File: src/rtl/nibble_add4.sv
// 4-bit ripple-carry slice; the checker walks one of these across the operands.
module nibble_add4 (
  input  logic [3:0] i_a,
  input  logic [3:0] i_b,
  input  logic       i_ci,
  output logic [3:0] o_s,
  output logic       o_co
);
  always_comb begin
    logic w_c;
    w_c = i_ci;
    o_s = '0;
    for (int i = 0; i < 4; i++) begin
      o_s[i] = i_a[i] ^ i_b[i] ^ w_c;
      w_c    = (i_a[i] & i_b[i]) | (w_c & (i_a[i] ^ i_b[i]));
    end
    o_co = w_c;
  end
endmodule

File: config.mk
export PLATFORM = sky130hd
export DESIGN_NAME = nibble_add4
export DESIGN_NICKNAME = d
export VERILOG_FILES = /design/src/rtl/nibble_add4.sv
export SDC_FILE = /design/constraint.sdc
export NUM_CORES = 1
export LEC_CHECK = 0
export CAP_MARGIN = 20
export CORE_AREA = 3 3 40 42
export DETAILED_ROUTE_END_ITERATION = 10
export DIE_AREA = 0 0 43 45
export GPL_TIMING_DRIVEN = 0
export PLACE_DENSITY_LB_ADDON = 0.3
export SLEW_MARGIN = 20
export SYNTH_ARGS = -nofsm -noshare
export SYNTH_HDL_FRONTEND = slang
export SYNTH_SLANG_ARGS = --single-unit
File: constraint.sdc
create_clock -name vclk -period 5.14
set_input_delay 1.028 -clock vclk [all_inputs]
set_output_delay 1.028 -clock vclk [all_outputs]
set_load 0.005 [all_outputs]
== Yosys cells after proc, flatten, opt, wreduce, memory -nomap -nowiden ==
Cells that the tools add are included.
Operators by class
  bitwise gates (word level): 20
Operators by type and width (number)
  1-bit bitwise AND: 8
  1-bit bitwise XOR: 8
  1-bit bitwise OR: 4
Word-level totals
  flip-flop bits (word level): 0
  bits of input ports: 9
  output and inout port bits: 5

== Longest topological paths before layout ==
Gate-level depths: netlist of run 1.
  depth in word-level cells: 9
  depth in mapped cells: 8
  depth with buffers taken out: 8

== Least setup slack after synthesis of run 1 ==
No wires, ideal clock.
  kind: input to output
  from: in i_a[0]
  to: out o_s[3]
  arrival: 2553 ps
  data required time: 4112 ps
  path slack: 1559 ps
  stages on the path: 8
  buffers on the path: 0
  path through: fa_1 > inv_1 > fa_1 > inv_1 > fa_1 > inv_1 > fa_1 > inv_1
On the way
  longest elaborated chain between the ends: 8
RTL lines
  from (decl): RTL line 3  | input logic [3:0] i_a,
  1-bit bitwise XOR: RTL line 15  | w_c = (i_a[i] & i_b[i]) | (w_c & (i_a[i] ^ i_b[i]));
  1-bit bitwise AND: RTL line 15
  1-bit bitwise OR *: RTL line 15
  1-bit bitwise AND *: RTL line 15
  1-bit bitwise OR *: RTL line 15
  1-bit bitwise AND *: RTL line 15
  1-bit bitwise OR *: RTL line 15
  1-bit bitwise XOR *: RTL line 14  | o_s[i] = i_a[i] ^ i_b[i] ^ w_c;
  to (decl): RTL line 6  | output logic [3:0] o_s,
Mark *: on every way between the ends. The rest lies on a longest branch, timed or not.

== Worst setup path after layout of run 1 ==
Ends and elaborated chain as after synthesis.

==> flow_metrics.py, run 1 <==
metrics = {
    "timing": {
        "timing.hold.ws_ps": 3144,
        "fin_crit_ps": 4573,
        "slew_headroom_pct": 93.85,
        "fin_crit_sh_pct": 88.97,
        "clock.fmax_mhz": 218.7,
        "setup_viol": 0,
        "hold_violations": 0,
        "finalMaxSlewViolations": 0,
        "setup_tns_ps": 0,
        "worst_pin_slew_ps": 91.94,
        "rsz0062_at_grt": "false",
    },
    "floorplanning": {
        "die_h_um": 45,
        "pin_count": 14,
        "start_util_pct": 9.153,
        "die_area_um2": 1935,
        "floorplan.core_area_um2": 1285,
        "rows": 13,
        "die_w_um": 43,
    },
    "power_and_ir_drop": {
        "vdd_drop_max_v": 0.00002550,
        "power.total_uw": 29.57,
        "p_per_area_nw_per_um2": 106.9,
        "leakagePower_nw": 0.1372,
    },
    "route": {
        "first_pass_iters": 1,
        "vias_per_cell": 2.837,
        "ant_nets": 0,
        "vias": 122,
        "drtIter0Drc": 0,
        "drc": 0,
        "wl_per_cell_um": 6.535,
        "wirelength_um": 281,
    },
    "yosys": {
        "synth_top_cell_by_area": "fa_1",
        "ys_warn_count": 0,
        "avgSynthCellArea_um2": 8.401,
        "yosysSeqAreaShare_pct": 0,
        "synthesis.area_um2": 117.6,
        "netlist_instances": 14,
        "ys_top_cells_by_count": "inv_1, fa_1",
        "synth_top_area_share_pct": 68.09,
        "ys_top_cells_by_area": "fa_1, inv_1",
        "synth_cell_types": 2,
        "post-synth-top-count-cell": "inv_1",
        "syn-num-nets": 27,
    },
    "setup_path": {
        "path_class": "input pin to primary output",
        "required_ps": 4110,
        "cp_data_arrival_time_ps": 3550,
        "path_max_fanout": 1,
        "cp-start-kind": "input pin",
        "end_kind": "primary output",
    },
    "grt": {
        "gr-usage-all-layers_pct": 3.005,
        "antenna_found_initial": 0,
        "first_global_vias": 121,
        "grt_max_degree": 2,
        "grt.overflow.total": 0,
        "grt_pass1_wl_um": 476,
    },
    "place": {
        "dp_hpwl_um": 279.4,
        "port_buffers": 14,
        "place_area_um2": 276.5,
        "dp_cells": 43,
        "place.gp.congestion": 0.6214,
    },
    "finish": {
        "fin_cells": 43,
        "syn_to_final_growth_pct": 135.1,
        "stdcell_area_um2": 276.5,
        "fill_cells": 147,
        "fin_nets": 43,
        "clock_buffers": 0,
        "multi_input_area_um2": 80.08,
        "regArea_um2": 0,
        "layout-drive-gt1-share_pct": 0,
        "diodes": 0,
        "n_sequential_cell": 0,
    },
    "worst_hold_path": {
        "hp-class": "input pin to primary output",
        "hold_path_depth": 5,
        "hp-start": "i_b[1]",
        "hold_end": "o_s[1]",
    },
    "cts": {
        "cts_resized": 0,
        "cts-hold-fix-buffers": 0,
        "post-cts-setup-buffers": 0,
    },
    "flow_run": {
        "max_cap_viol_count": 0,
    },
    "outcome": {
        "outcome": "finished, final reports clean",
    },
}
-- layout by cell type (no fill, tap or decap), drive strengths merged --
cell	synthesis	layout
inv	10	10
clkdlybuf4s50	0	14
fa	4	4
-- worst max-delay path by stage --
stage               slack, ps   start  endpoint
floorplan                1560  i_a[0]    o_s[3]
global placement          550  i_a[0]    o_s[3]
detailed placement        540  i_a[0]    o_s[3]
CTS                       530  i_a[0]    o_s[3]
global route              430  i_a[0]    o_s[3]
finish                    570  i_a[0]    o_s[3]
-- logic make-up after synthesis --
group	synth area share [%]
adder cells (fa/ha/maj)	68.09
buffers and inverters	31.92
-- critical path, cell delays in order --
cell and delay, ps:
clkdlybuf4s50_1 430, fa_1 420, inv_1 70, fa_1 160
inv_1 50, fa_1 350, inv_1 80, fa_1 400
inv_1 60, clkdlybuf4s50_1 500
-- routing by layer --
layer,global-route usage (%),part of all wire [%],vias up
met3,0.7968,19,0
met2,5.090,32,12
li1,-,-,60
met1,4.126,48,50
met4,0,0,0
met5,0,0,-
-- where the power goes --
group	leakage, nW	switching, mW	total [mW]	internal (mW)
Combinational	0.137	0.00944	0.0296	0.0201
Clock	0	0	0	0
Sequential	0	0	0	0
Total	0.137	0.00944	0.0296	0.0201
-- layout make-up --
cell class | count | area share (%)
Timing Repair Buffer | 14 | 50.68
Multi-Input combinational cell | 4 | 28.96
Inverter | 10 | 13.57
Tap cell | 15 | 6.787
-- through the flow --
| step | utilization [%] | worst slack (ps) |
|---|---|---|
| 2_1_floorplan | - | 1559 |
| 3_3_place_gp | 21.52 | 553.0 |
| 3_5_place_dp | 21.52 | 540.1 |
| 4_1_cts | 21.52 | 531.8 |
| 5_1_grt | 21.52 | 428.0 |
| 6_report | 21.52 | 566.9 |
(Power assumes the default switching activity.)
==> run 2: changes to the inputs <==
Settings changed: SLEW_MARGIN 20 to 10.
==> results of run 2 <==
Same layout as run 1: the final DEF is identical, and so are final timing and power.
